==> src/rtl/calc_op_sequencer.sv <==
// Command front end for the 4-bit calculator: loads operands/function, runs EXEC with a settle delay, returns the result.
// Optional: define CALC_SEQ_CHAIN_EN to feed each captured result[3:0] back into operand A.
module calc_op_sequencer #(
  parameter int SETTLE_CYCLES = 2
) (
  input  logic       clk,
  input  logic       rst,
  input  logic       cmd_valid,
  output logic       cmd_ready,
  input  logic [1:0] cmd_op,
  input  logic [3:0] cmd_data,
  output logic [3:0] calc_a,
  output logic [3:0] calc_b,
  output logic [1:0] calc_fn,
  input  logic [7:0] calc_result,
  output logic       res_valid,
  input  logic       res_ready,
  output logic [7:0] res_data,
  output logic       res_err,
  output logic       busy
);

`ifdef CALC_SEQ_CHAIN_EN
  localparam bit CHAIN_EN = 1'b1;
`else
  localparam bit CHAIN_EN = 1'b0;
`endif

  localparam logic [3:0] CNT_INIT = 4'(SETTLE_CYCLES - 1);

  localparam logic [1:0] OP_LOAD_A  = 2'b00;
  localparam logic [1:0] OP_LOAD_B  = 2'b01;
  localparam logic [1:0] OP_LOAD_FN = 2'b10;
  localparam logic [1:0] OP_EXEC    = 2'b11;
  localparam logic [1:0] FN_DIV     = 2'b11;

  typedef enum logic [1:0] {
    IDLE   = 2'b00,
    SETTLE = 2'b01,
    HOLD   = 2'b10
  } state_t;

  state_t     state_q, state_d;
  logic [3:0] a_q, a_d;
  logic [3:0] b_q, b_d;
  logic [1:0] fn_q, fn_d;
  logic [3:0] cnt_q, cnt_d;
  logic [7:0] res_data_q, res_data_d;
  logic       res_err_q, res_err_d;
  logic       res_valid_q, res_valid_d;

  always_ff @(posedge clk) begin
    if (rst) begin
      state_q     <= IDLE;
      a_q         <= 4'h0;
      b_q         <= 4'h0;
      fn_q        <= 2'b00;
      cnt_q       <= 4'h0;
      res_data_q  <= 8'h00;
      res_err_q   <= 1'b0;
      res_valid_q <= 1'b0;
    end else begin
      state_q     <= state_d;
      a_q         <= a_d;
      b_q         <= b_d;
      fn_q        <= fn_d;
      cnt_q       <= cnt_d;
      res_data_q  <= res_data_d;
      res_err_q   <= res_err_d;
      res_valid_q <= res_valid_d;
    end
  end

  always_comb begin
    state_d     = state_q;
    a_d         = a_q;
    b_d         = b_q;
    fn_d        = fn_q;
    cnt_d       = cnt_q;
    res_data_d  = res_data_q;
    res_err_d   = res_err_q;
    res_valid_d = res_valid_q;
    cmd_ready   = (state_q == IDLE);

    case (state_q)
      IDLE: begin
        if (cmd_valid) begin
          case (cmd_op)
            OP_LOAD_A:  a_d  = cmd_data;
            OP_LOAD_B:  b_d  = cmd_data;
            OP_LOAD_FN: fn_d = cmd_data[1:0];
            OP_EXEC: begin
              // Divide by zero never goes through the calculator; report it immediately.
              if (fn_q == FN_DIV && b_q == 4'h0) begin
                res_data_d  = 8'hFF;
                res_err_d   = 1'b1;
                res_valid_d = 1'b1;
                if (CHAIN_EN) a_d = 4'hF;
                state_d     = HOLD;
              end else begin
                cnt_d   = CNT_INIT;
                state_d = SETTLE;
              end
            end
            default: ;
          endcase
        end
      end
      SETTLE: begin
        if (cnt_q != 4'h0) begin
          cnt_d = cnt_q - 4'h1;
        end else begin
          res_data_d  = calc_result;
          res_err_d   = 1'b0;
          res_valid_d = 1'b1;
          if (CHAIN_EN) a_d = calc_result[3:0];
          state_d     = HOLD;
        end
      end
      HOLD: begin
        if (res_ready) begin
          res_valid_d = 1'b0;
          state_d     = IDLE;
        end
      end
      default: state_d = IDLE;
    endcase
  end

  assign calc_a    = a_q;
  assign calc_b    = b_q;
  assign calc_fn   = fn_q;
  assign res_valid = res_valid_q;
  assign res_data  = res_data_q;
  assign res_err   = res_err_q;
  assign busy      = (state_q != IDLE);

endmodule

==> config.mk <==
export PLATFORM = sky130hd
export DESIGN_NAME = calc_op_sequencer
export DESIGN_NICKNAME = d
export VERILOG_FILES = /design/src/rtl/calc_op_sequencer.sv
export SDC_FILE = /design/constraint.sdc
export NUM_CORES = 1
export LEC_CHECK = 0
export CAP_MARGIN = 40
export CORE_UTILIZATION = 27
export DETAILED_ROUTE_END_ITERATION = 16
export GPL_ROUTABILITY_DRIVEN = 0
export REMOVE_ABC_BUFFERS = 1
export SKIP_CTS_REPAIR_TIMING = 1
export SLEW_MARGIN = 10
export SYNTH_ARGS = -nofsm -noshare
export SYNTH_HDL_FRONTEND = slang
export SYNTH_SLANG_ARGS = --single-unit
==> constraint.sdc <==
create_clock -name clk -period 4.3 [get_ports clk]
set_clock_uncertainty 0.2 [all_clocks]
set_input_delay 0.86 -clock clk [delete_from_list [all_inputs] [get_ports clk]]
set_output_delay 0.86 -clock clk [all_outputs]
set_load 0.02 [all_outputs]
==> key figures, run 1 <==
Final layout
  – Area of all sequential standard cells: 520.5 µm²
  – Non-Filler Instances: 214
  – Multi-input gate area in the final layout: 596.8 µm²
  – Number of fill cells: 417
  – Fraction of layout cells with a size suffix above 1: 0.06098
  – Area growth from synthesis to layout: 42.12%
  – Final layout net count: 185
  – Commonest non-fill, non-tap cell in the layout: sky130_fd_sc_hd__clkdlybuf4s50_1
  – Total inserted antenna cells: 0
  – Commonest cells after routing, fill and taps aside: 39 x sky130_fd_sc_hd__clkdlybuf4s50_1, 26 x sky130_fd_sc_hd__dfxtp_1, 22 x sky130_fd_sc_hd__nor2_1

Critical path
  – Terminus of the critical flop-to-flop path: res_data[5]
  – Start of the worst register-to-register path: cnt_q[0]
  – Worst Path Arrival: 1.74 ns
  – Type of the setup path with the least slack: flop to primary output
  – Crit-path max FO: 11
  – Category of the worst setup path capture point: primary output
  – Worst setup SP type: flop
  – Endpoint required time on the critical path: 3.24 ns
  – Slack of the worst reg-to-reg path: 2.11 ns
  – R2R cell count: 6

Place
  – Number of port buffers: 39
  – Placed Instances: 210
  – Dpl hpwl: 2079 µm

Yosys
  – Cell types with the largest area share after synthesis: sky130_fd_sc_hd__dfxtp_1 45%, sky130_fd_sc_hd__mux2i_1 8.6%, sky130_fd_sc_hd__nor2_1 7.1%, sky130_fd_sc_hd__o21a_1 6.4%, sky130_fd_sc_hd__nor3_1 4.7%
  – Dominant combinational cell family by area after synthesis: simple AND/OR/NAND/NOR gates
  – Synth Flop Type: sky130_fd_sc_hd__dfxtp_1
  – Fraction of synthesized cell area in xor and xnor cells: 0
  – Number of synthesized flops with an enable pin: 0
  – Register bit total from synthesis: 26
  – Yosys top cell area share: 0.4459
  – Total standard cell area after synthesis: 1167 µm²
  – YS warnings: 0
  – Largest area contributor in the netlist: sky130_fd_sc_hd__dfxtp_1
  – Area share of and/or/nand/nor cells after synthesis: 0.2401
  – Gate Count Post-Synth: 126
  – Sequential cell area fraction in the yosys report: 0.4459
  – Unique masters post-synth: 32
  – Async set or reset register ratio after synthesis: 0
  – Compound-Gate Fraction of Synth Area: 0.1640
  – Synth Area in Adders: 0.02144
  – Average footprint of a synthesized cell: 9.265 µm²
  – Multiplexer fraction of the synthesized cell area: 0.08574

Timing
  – RSZ-0062 raised after global routing: false
  – Fmax: 0.3567 GHz
  – Final-report setup violation count: 0
  – Final count of pins violating max slew: 0
  – Worst Max-Slew Pin Slew: 0.4068 ns
  – Final Hold Violating Endpoints: 0
  – Setup_tns: 0 ns
  – Final period demand of the worst path: 2.803 ns
  – Tcrit/Tclk final: 0.6520
  – Max_slew headroom: 0.7277

Power and ir drop
  – Sequential Power Share: 0.505
  – P_int: 384.9 µW
  – Peak ir drop on the vdd network: 0.2398 mV
  – Sw power: 130.1 µW
  – Static Leakage: 0.6122 nW
  – Clock network power share: 0.300
  – Power Dens Cells: 310.4 nW/µm²
  – Combinational Power Share: 0.195
  – Final Power: 515.0 µW
  – Sw frac: 0.2526

Global route
  – Largest net degree at the start of global routing: 27
  – Wire length of the first global-routing pass: 4554 µm
  – Initial antenna violation count: 0
  – Total GRT Usage: 0.1315
  – Total congestion overflow after global routing: 0
  – Vias in the first global route: 1020

Detailed routing
  – Total DRC errors in the routed layout: 0
  – Post-detailed-routing wire length: 2734 µm
  – Detailed Routing Iterations Pass 1: 4
  – DR iter-0 viols: 55
  – Average wire per standard cell: 12.78 µm
  – Remaining antenna violation count: 0
  – Total vias in the final route: 1042
  – Via density per instance: 4.869

Hold path
  – Instance count along the most critical hold path: 1
  – Endpoint of the worst hold-timing path: res_data[3]
  – Hold Crit Class: flop to flop
  – Origin of the worst min-delay path: res_data[3]

Die
  – Die height: 67.76 µm
  – Initial standard-cell utilization of the core: 0.2857
  – Core Area: 4086 µm²
  – Die outline area: 4591 µm²
  – Number of placement rows: 23
  – Number of ports placed on the die boundary: 40
  – Horiz. Die Dim: 67.76 µm

Clocking
  – TritonCTS buffer count: 3
  – Clock latency of the later-clocked register in the worst-skew pair: 0.26 ns
  – Register clock-pin slew on the reported worst setup and hold paths: 0.08 ns
  – Buffer cell driving the clock tree root: sky130_fd_sc_hd__clkbuf_8
  – Buffer depth of the longest clock path: 2
  – Clock tree from TritonCTS: yes
  – CTS HTree Levels: 1
  – Number of sinks handled by clock tree synthesis: 26

Run
  – Maximum capacitance violations: 0

Outcome
  – Status: finished clean
==> cell usage after synthesis, types with 2 or more instances <==
| cell type | instances |
|---|---|
| sky130_fd_sc_hd__dfxtp_1 | 26 |
| sky130_fd_sc_hd__nor2_1 | 22 |
| sky130_fd_sc_hd__nor3_1 | 11 |
| sky130_fd_sc_hd__mux2i_1 | 10 |
| sky130_fd_sc_hd__o21a_1 | 10 |
| sky130_fd_sc_hd__a21oi_1 | 6 |
| sky130_fd_sc_hd__inv_1 | 5 |
| sky130_fd_sc_hd__clkbuf_1 | 4 |
| sky130_fd_sc_hd__nand2b_1 | 3 |
| sky130_fd_sc_hd__nand4b_1 | 3 |
| sky130_fd_sc_hd__ha_1 | 2 |
| sky130_fd_sc_hd__nand3_1 | 2 |
| sky130_fd_sc_hd__o31ai_1 | 2 |
| sky130_fd_sc_hd__or3_1 | 2 |
==> critical path, cell delays in order (launching register included) <==
cell and delay, ns:
sky130_fd_sc_hd__dfxtp_1 0.57, sky130_fd_sc_hd__nor2_4 0.10, sky130_fd_sc_hd__inv_1 0.17, sky130_fd_sc_hd__clkdlybuf4s50_1 0.63
==> per-stage QoR <==
stage	instance area [µm²]	setup WS [ns]	hold WS [ns]	util
after floorplan	1136	2.368	0.2666	-
after global placement	1589	1.603	0.2520	0.3889
after detailed placement	1604	1.628	0.2567	0.3925
after CTS	1659	1.486	0.2751	0.4060
after global routing	1659	1.399	0.2928	0.4060
final	1659	1.497	0.2704	0.4060
==> sequential cells by signal, indices dropped and copies added, names as in the netlist <==
register / flops
calc_a: 4
calc_b: 4
calc_fn: 2
cnt_q: 4
res_data: 8
res_err: 1
res_valid: 1
state_q: 2
==> area by class of cell <==
| cell class | count | share of cell area |
|---|---|---|
| Sequential cell | 26 | 0.3137 |
| Timing Repair Buffer | 40 | 0.2443 |
| Tap cell | 50 | 0.03771 |
| Inverter | 5 | 0.01131 |
| Clock buffer | 4 | 0.03318 |
| Multi-Input combinational cell | 89 | 0.3597 |
==> worst max-delay path by stage <==
| stage | from | endpoint | slack, ns | cells past startpoint |
|---|---|---|---|---|
| finish | state_q[0] | busy | 1.50 | 3 |
| global route | state_q[0] | busy | 1.40 | 3 |
| CTS | state_q[0] | busy | 1.49 | 3 |
| detailed placement | cmd_op[1] | cnt_q[2] | 1.63 | 5 |
| global placement | rst | cnt_q[1] | 1.60 | 3 |
| floorplan | cnt_q[0] | res_data[0] | 2.37 | 6 |
==> layer usage <==
| layer | part of all wire | global-route usage | vias up |
|---|---|---|---|
| met5 | 0 | 0 | - |
| li1 | - | - | 525 |
| met2 | 0.46 | 0.2141 | 34 |
| met3 | 0.061 | 0.04392 | 2 |
| met4 | 0.0073 | 0.03191 | 0 |
| met1 | 0.47 | 0.1653 | 481 |
==> cell families after synthesis <==
kind of cell	Yosys count
fa+ha+maj	2
simple gates	50
mux	10
buf+inv	11
flops	26
compound gates	27
==> power by group through the flow <==
stage	Sequential [mW]	Combinational, mW	Clock (mW)
CTS	0.260	0.101	0.162
finish	0.260	0.100	0.155
detailed placement	0.266	0.101	0
floorplan	0.276	0.0377	0
global route	0.262	0.109	0.169
global placement	0.265	0.0980	0
Power figures use the tool's default switching activity.
==> run 2: changes to the inputs <==
clock period = 2.5 ns   (was 4.3 ns; I/O delays follow)
==> key figures, run 2 (synthesized netlist as in run 1, its figures left out) <==
Outcome
  – Status: finished clean

Global route
  – Initial antenna violation count: 0 (unchanged)
  – Total congestion overflow after global routing: 0 (unchanged)
  – Largest net degree at the start of global routing: 16 (-41%)
  – Global Route met1 Usage: 0.1503 (-0.01505)
  – Met3 Usage GRT: 0.03716 (-0.006757)
  – GR met2 Demand/Resource: 0.2290 (+0.01485)
  – Total GRT Usage: 0.1323 (+0.0008245)
  – Wire length of the first global-routing pass: 4498 µm (-1.2%)
  – Most used routing layer: met2
  – Vias in the first global route: 1012 (-0.78%)

Place
  – Placed Area: 1612 µm² (+0.47%)
  – Number of port buffers: 39 (unchanged)
  – Post-placement worst setup slack: 0.2315 ns (-1.396 ns)
  – Placed Instances: 212 (+0.95%)
  – Dpl hpwl: 2161 µm (+3.9%)

Critical path
  – R2R cell count: 6 (unchanged)
  – Crit-path slowest cell: sky130_fd_sc_hd__clkdlybuf4s50_1
  – Endpoint of the worst setup timing path: busy
  – Top cell family by delay on the critical path: buffers and inverters
  – Critical-path cell list: nor2_4 > inv_1 > clkdlybuf4s50_1
  – Type of the setup path with the least slack: flop to primary output
  – Endpoint required time on the critical path: 1.80 ns (-1.44 ns)
  – Slack of the worst reg-to-reg path: 0.28 ns (-1.83 ns)
  – Worst Path Arrival: 1.67 ns (-0.07 ns)
  – Crit-path max FO: 8 (-3)
  – Terminus of the critical flop-to-flop path: res_data[6]
  – Worst setup SP type: flop
  – Category of the worst setup path capture point: primary output
  – Depth of the critical timing path with buffers and inverters included: 3 (unchanged)
  – Worst setup startpoint: state_q[1]
  – Start of the worst register-to-register path: cnt_q[0]
  – Crit-path max cell delay: 0.63 ns (about the same)
  – CP bufs+invs: 2 (unchanged)

Timing
  – Fmax: 0.4213 GHz
  – Setup_tns: 0 ns (unchanged)
  – Smallest setup slack after layout: 0.1265 ns (-1.370 ns)
  – Final-report setup violation count: 0 (unchanged)
  – Max_slew headroom: 0.6727 (-0.05498)
  – Final Hold Violating Endpoints: 0 (unchanged)
  – Final count of pins violating max slew: 0 (unchanged)
  – Tcrit/Tclk final: 0.9494
  – Final period demand of the worst path: 2.373 ns
  – RSZ-0062 raised after global routing: false
  – Worst Max-Slew Pin Slew: 0.4894 ns (+0.08266 ns)
  – Hold_ws: 0.2732 ns (+0.002830 ns)

Clocking
  – CTS HTree Levels: 1 (unchanged)
  – Clock latency of the later-clocked register in the worst-skew pair: 0.28 ns (+0.02 ns)
  – TritonCTS buffer count: 3 (unchanged)
  – Clock tree from TritonCTS: yes
  – Buffer cell driving the clock tree root: sky130_fd_sc_hd__clkbuf_8
  – Register clock-pin slew on the reported worst setup and hold paths: 0.10 ns (+0.02 ns)
  – Number of sinks handled by clock tree synthesis: 26 (unchanged)
  – Buffer depth of the longest clock path: 2 (unchanged)

Die
  – Number of placement rows: 23 (unchanged)
  – Core Area: 4086 µm² (unchanged)
  – Die height: 67.76 µm (unchanged)
  – Initial standard-cell utilization of the core: 0.2857 (unchanged)
  – Horiz. Die Dim: 67.76 µm (unchanged)
  – Number of ports placed on the die boundary: 40 (unchanged)
  – Die outline area: 4591 µm² (unchanged)

Final layout
  – Fraction of layout cells with a size suffix above 1: 0.07229 (+0.01131)
  – Total inserted antenna cells: 0 (unchanged)
  – Final instance area: 1683 µm² (+1.4%)
  – Utilization after layout: 0.4118 (+0.005818)
  – Non-Filler Instances: 216 (+0.93%)
  – Area growth from synthesis to layout: 44.16%
  – Commonest cells after routing, fill and taps aside: 39 x sky130_fd_sc_hd__clkdlybuf4s50_1, 26 x sky130_fd_sc_hd__dfxtp_1, 22 x sky130_fd_sc_hd__nor2_1
  – Commonest non-fill, non-tap cell in the layout: sky130_fd_sc_hd__clkdlybuf4s50_1
  – Flip-flop count of the largest register after layout: 8 (unchanged)
  – Final layout net count: 187 (+1.1%)

Power and ir drop
  – Power Dens Cells: 580.8 nW/µm² (+87%)
  – Final Power: 977.5 µW (+90%)
  – Static Leakage: 0.6266 nW (+2.4%)
  – Peak ir drop on the vdd network: 0.2692 mV (+12%)

Detailed routing
  – Total DRC errors in the routed layout: 0 (unchanged)
  – DR iter-0 viols: 33 (-40%)
  – Post-detailed-routing wire length: 2872 µm (+5.0%)
  – Average wire per standard cell: 13.30 µm (+4.1%)
  – Remaining antenna violation count: 0 (unchanged)
  – Total vias in the final route: 1073 (+3.0%)
  – Via density per instance: 4.968 (+2.0%)
  – Detailed Routing Iterations Pass 1: 5 (+1)

Hold path
  – Hold Crit Class: flop to flop

Run
  – Maximum capacitance violations: 0 (unchanged)
run 2: changes by cell type in the layout (fill, tap and decap cells not counted):
cell / change
sky130_fd_sc_hd__buf_4: +3
sky130_fd_sc_hd__buf_8: -1
sky130_fd_sc_hd__bufinv_16: +1
sky130_fd_sc_hd__clkbuf_8: -1
run 2: routing by layer:
metal / vias up / part of all wire
met4: 0 / 0.012
met3: 4 / 0.053
li1: 530 / -
met1: 506 / 0.44
met2: 33 / 0.49
met5: - / 0
run 2: worst min path at each step:
stage                      startpoint          end  slack [ns]  cells past startpoint
final                     res_data[1]  res_data[1]        0.27                      1
after global routing      res_data[1]  res_data[1]        0.29                      1
after CTS                 res_data[1]  res_data[1]        0.28                      1
after detailed placement  res_data[2]  res_data[2]        0.26                      1
after global placement    res_data[6]  res_data[6]        0.24                      1
after floorplan              cnt_q[3]     cnt_q[3]        0.27                      2
run 2: report_power, final:
group          total, mW  internal, mW  switching [mW]
Sequential         0.445         0.433          0.0120
Clock              0.355         0.214           0.140
Combinational      0.177        0.0898          0.0877
run 2: layout make-up:
class                           count  area, µm²
Fill cell                         406       2404
Multi-Input combinational cell     89      596.8
Sequential cell                    26      520.5
Timing Repair Buffer               42      412.9
Tap cell                           50      62.56
Clock buffer                        3      41.29
Clock inverter                      1      30.03
Inverter                            5      18.77
==> run 3: changes to the inputs <==
RECOVER_POWER = 100   (was not set)
SETUP_SLACK_MARGIN = 0.5   (was not set)
==> key figures, run 3 (synthesized netlist as in run 1, its figures left out) <==
Clocking
  – TritonCTS buffer count: 3 (unchanged)
  – Clock tree from TritonCTS: yes
  – CTS HTree Levels: 1 (unchanged)
  – Buffer depth of the longest clock path: 2 (unchanged)
  – Number of sinks handled by clock tree synthesis: 26 (unchanged)
  – Register clock-pin slew on the reported worst setup and hold paths: 0.10 ns (about the same)
  – Buffer cell driving the clock tree root: sky130_fd_sc_hd__clkbuf_8
  – Clock latency of the later-clocked register in the worst-skew pair: 0.28 ns (about the same)

Timing
  – Worst Max-Slew Pin Slew: 0.6551 ns (+0.1657 ns)
  – Smallest setup slack after layout: 0.4074 ns (+0.2808 ns)
  – Fmax: 0.4779 GHz (+13%)
  – RSZ-0062 raised after global routing: true
  – Final Hold Violating Endpoints: 0 (unchanged)
  – Final period demand of the worst path: 2.093 ns (-0.2808 ns)
  – Final-report setup violation count: 0 (unchanged)
  – Setup_tns: 0 ns (unchanged)
  – Tcrit/Tclk final: 0.8371 (-0.1123)
  – Max_slew headroom: 0.5621 (-0.1106)
  – Final count of pins violating max slew: 0 (unchanged)

Detailed routing
  – Remaining antenna violation count: 0 (unchanged)
  – Total vias in the final route: 1059 (-1.3%)
  – Total DRC errors in the routed layout: 0 (unchanged)
  – Detailed Routing Iterations Pass 1: 4 (-1)
  – DR iter-0 viols: 30 (-9.1%)
  – Average wire per standard cell: 13.43 µm (+1.0%)
  – Post-detailed-routing wire length: 2915 µm (+1.5%)
  – Via density per instance: 4.880 (-1.8%)

Final layout
  – Multi-input gate area in the final layout: 600.6 µm² (+0.63%)
  – Area growth from synthesis to layout: 41.16%
  – Commonest non-fill, non-tap cell in the layout: sky130_fd_sc_hd__dfxtp_1
  – Commonest cells after routing, fill and taps aside: 25 x sky130_fd_sc_hd__dfxtp_1, 22 x sky130_fd_sc_hd__nor2_1, 17 x sky130_fd_sc_hd__dlygate4sd3_1
  – Final layout net count: 188 (+0.53%)
  – Flip-flop count of the largest register after layout: 8 (unchanged)
  – Non-Filler Instances: 217 (+0.46%)
  – Fraction of layout cells with a size suffix above 1: 0.08383 (+0.01154)
  – Total inserted antenna cells: 0 (unchanged)
  – Number of fill cells: 427 (+5.2%)
  – Utilization after layout: 0.4032 (-0.008573)
  – Area of all sequential standard cells: 521.8 µm² (+0.24%)

Power and ir drop
  – Peak ir drop on the vdd network: 0.2664 mV (-1.1%)
  – Static Leakage: 0.6589 nW (+5.1%)
  – Power Dens Cells: 588.1 nW/µm² (+1.2%)
  – Final Power: 969.0 µW (-0.86%)

Global route
  – Initial antenna violation count: 0 (unchanged)
  – Wire length of the first global-routing pass: 4498 µm (unchanged)
  – Largest net degree at the start of global routing: 16 (unchanged)
  – Total GRT Usage: 0.1323 (unchanged)
  – Vias in the first global route: 1012 (unchanged)
  – Total congestion overflow after global routing: 0 (unchanged)

Die
  – Horiz. Die Dim: 67.76 µm (unchanged)
  – Number of ports placed on the die boundary: 40 (unchanged)
  – Initial standard-cell utilization of the core: 0.2857 (unchanged)
  – Core Area: 4086 µm² (unchanged)
  – Number of placement rows: 23 (unchanged)
  – Die height: 67.76 µm (unchanged)
  – Die outline area: 4591 µm² (unchanged)

Critical path
  – Category of the worst setup path capture point: flop
  – Worst Path Arrival: 2.13 ns (+0.46 ns)
  – Endpoint required time on the critical path: 2.53 ns (+0.73 ns)
  – Crit-path max cell delay: 0.44 ns (-0.19 ns)
  – Terminus of the critical flop-to-flop path: res_data[6]
  – Crit-path max FO: 8 (unchanged)
  – Type of the setup path with the least slack: flop to flop
  – Worst setup SP type: flop
  – Slack of the worst reg-to-reg path: 0.41 ns (+0.13 ns)
  – Crit-path slowest cell: sky130_fd_sc_hd__or3b_1
  – Start of the worst register-to-register path: cnt_q[0]
  – R2R cell count: 6 (unchanged)
  – Critical-path cell list: inv_1 > ha_1 > or3b_1 > a21oi_1 > o21a_1 > o21a_1
  – Cell mode on critical path: sky130_fd_sc_hd__o21a_1

Outcome
  – Status: finished clean

Hold path
  – Hold Crit Class: flop to flop
  – Endpoint of the worst hold-timing path: res_data[1]
  – Instance count along the most critical hold path: 1 (unchanged)
  – Origin of the worst min-delay path: res_data[1]

Place
  – Placed Instances: 212 (unchanged)
  – Dpl hpwl: 2161 µm (unchanged)
  – Number of port buffers: 39 (unchanged)
  – Post-placement worst setup slack: 0.2315 ns (unchanged)

Run
  – Maximum capacitance violations: 0 (unchanged)
-- run 3: cell count changes in the layout (fill, tap and decap cells not counted) --
| cell | before | now |
|---|---|---|
| sky130_fd_sc_hd__clkdlybuf4s50_1 | 39 | 15 |
| sky130_fd_sc_hd__clkbuf_1 | 0 | 8 |
| sky130_fd_sc_hd__dfxtp_2 | 0 | 1 |
| sky130_fd_sc_hd__nand2b_4 | 0 | 1 |
| sky130_fd_sc_hd__nor4b_4 | 1 | 0 |
| sky130_fd_sc_hd__nand3_1 | 2 | 1 |
| sky130_fd_sc_hd__dlygate4sd3_1 | 0 | 17 |
| sky130_fd_sc_hd__dfxtp_1 | 26 | 25 |
| sky130_fd_sc_hd__nor4b_2 | 0 | 1 |
| sky130_fd_sc_hd__or3b_2 | 1 | 0 |
| sky130_fd_sc_hd__or3b_1 | 0 | 1 |
| sky130_fd_sc_hd__nand2b_1 | 3 | 2 |
| sky130_fd_sc_hd__nand3_2 | 0 | 1 |
-- run 3: worst max-delay path by stage --
stage | to | cells past startpoint | slack (ns) | startpoint
after floorplan | res_data[0] | 6 | 0.57 | cnt_q[0]
after CTS | busy | 3 | 0.15 | state_q[1]
after global routing | res_data[5] | 6 | 0.30 | cnt_q[0]
after global placement | res_data[0] | 5 | 0.28 | cmd_op[1]
final | res_data[6] | 6 | 0.41 | cnt_q[0]
after detailed placement | cnt_q[0] | 5 | 0.23 | cmd_op[1]
-- run 3: critical path: cells and delay by family, from the launching register on --
kind / cells / cell delay (ns)
fa+ha+maj: 1 / 0.16
buf+inv: 1 / 0.10
flops: 1 / 0.34
simple gates: 1 / 0.44
compound gates: 3 / 0.82
-- run 3: final cells by class --
cell class | instances | share of cell area
clock buffer | 3 | 0.02506
tap | 50 | 0.03797
clock inverter | 1 | 0.01822
timing repair buffer | 43 | 0.2263
inverter | 5 | 0.01139
sequential | 26 | 0.3166
multi-input combinational | 89 | 0.3645
-- run 3: per-layer routing --
layer | GRT usage | share of wire
met4 | 0.05585 | 0.012
met3 | 0.03716 | 0.051
met2 | 0.2290 | 0.49
met1 | 0.1503 | 0.45
met5 | 0 | 0
-- run 3: where the power goes --
group	internal [mW]	leakage [nW]	switching (mW)
Clock	0.214	0.0357	0.142
Combinational	0.0799	0.411	0.0886
Sequential	0.433	0.212	0.0113
Total	0.728	0.659	0.241
-- run 3: through the flow --
step                hold slack (ns)  cell area (µm²)
detailed placement           0.2576             1612
floorplan                    0.2666             1136
finish                       0.2688             1648
CTS                          0.2773             1683
global placement             0.2449             1612
global route                 0.2854             1648
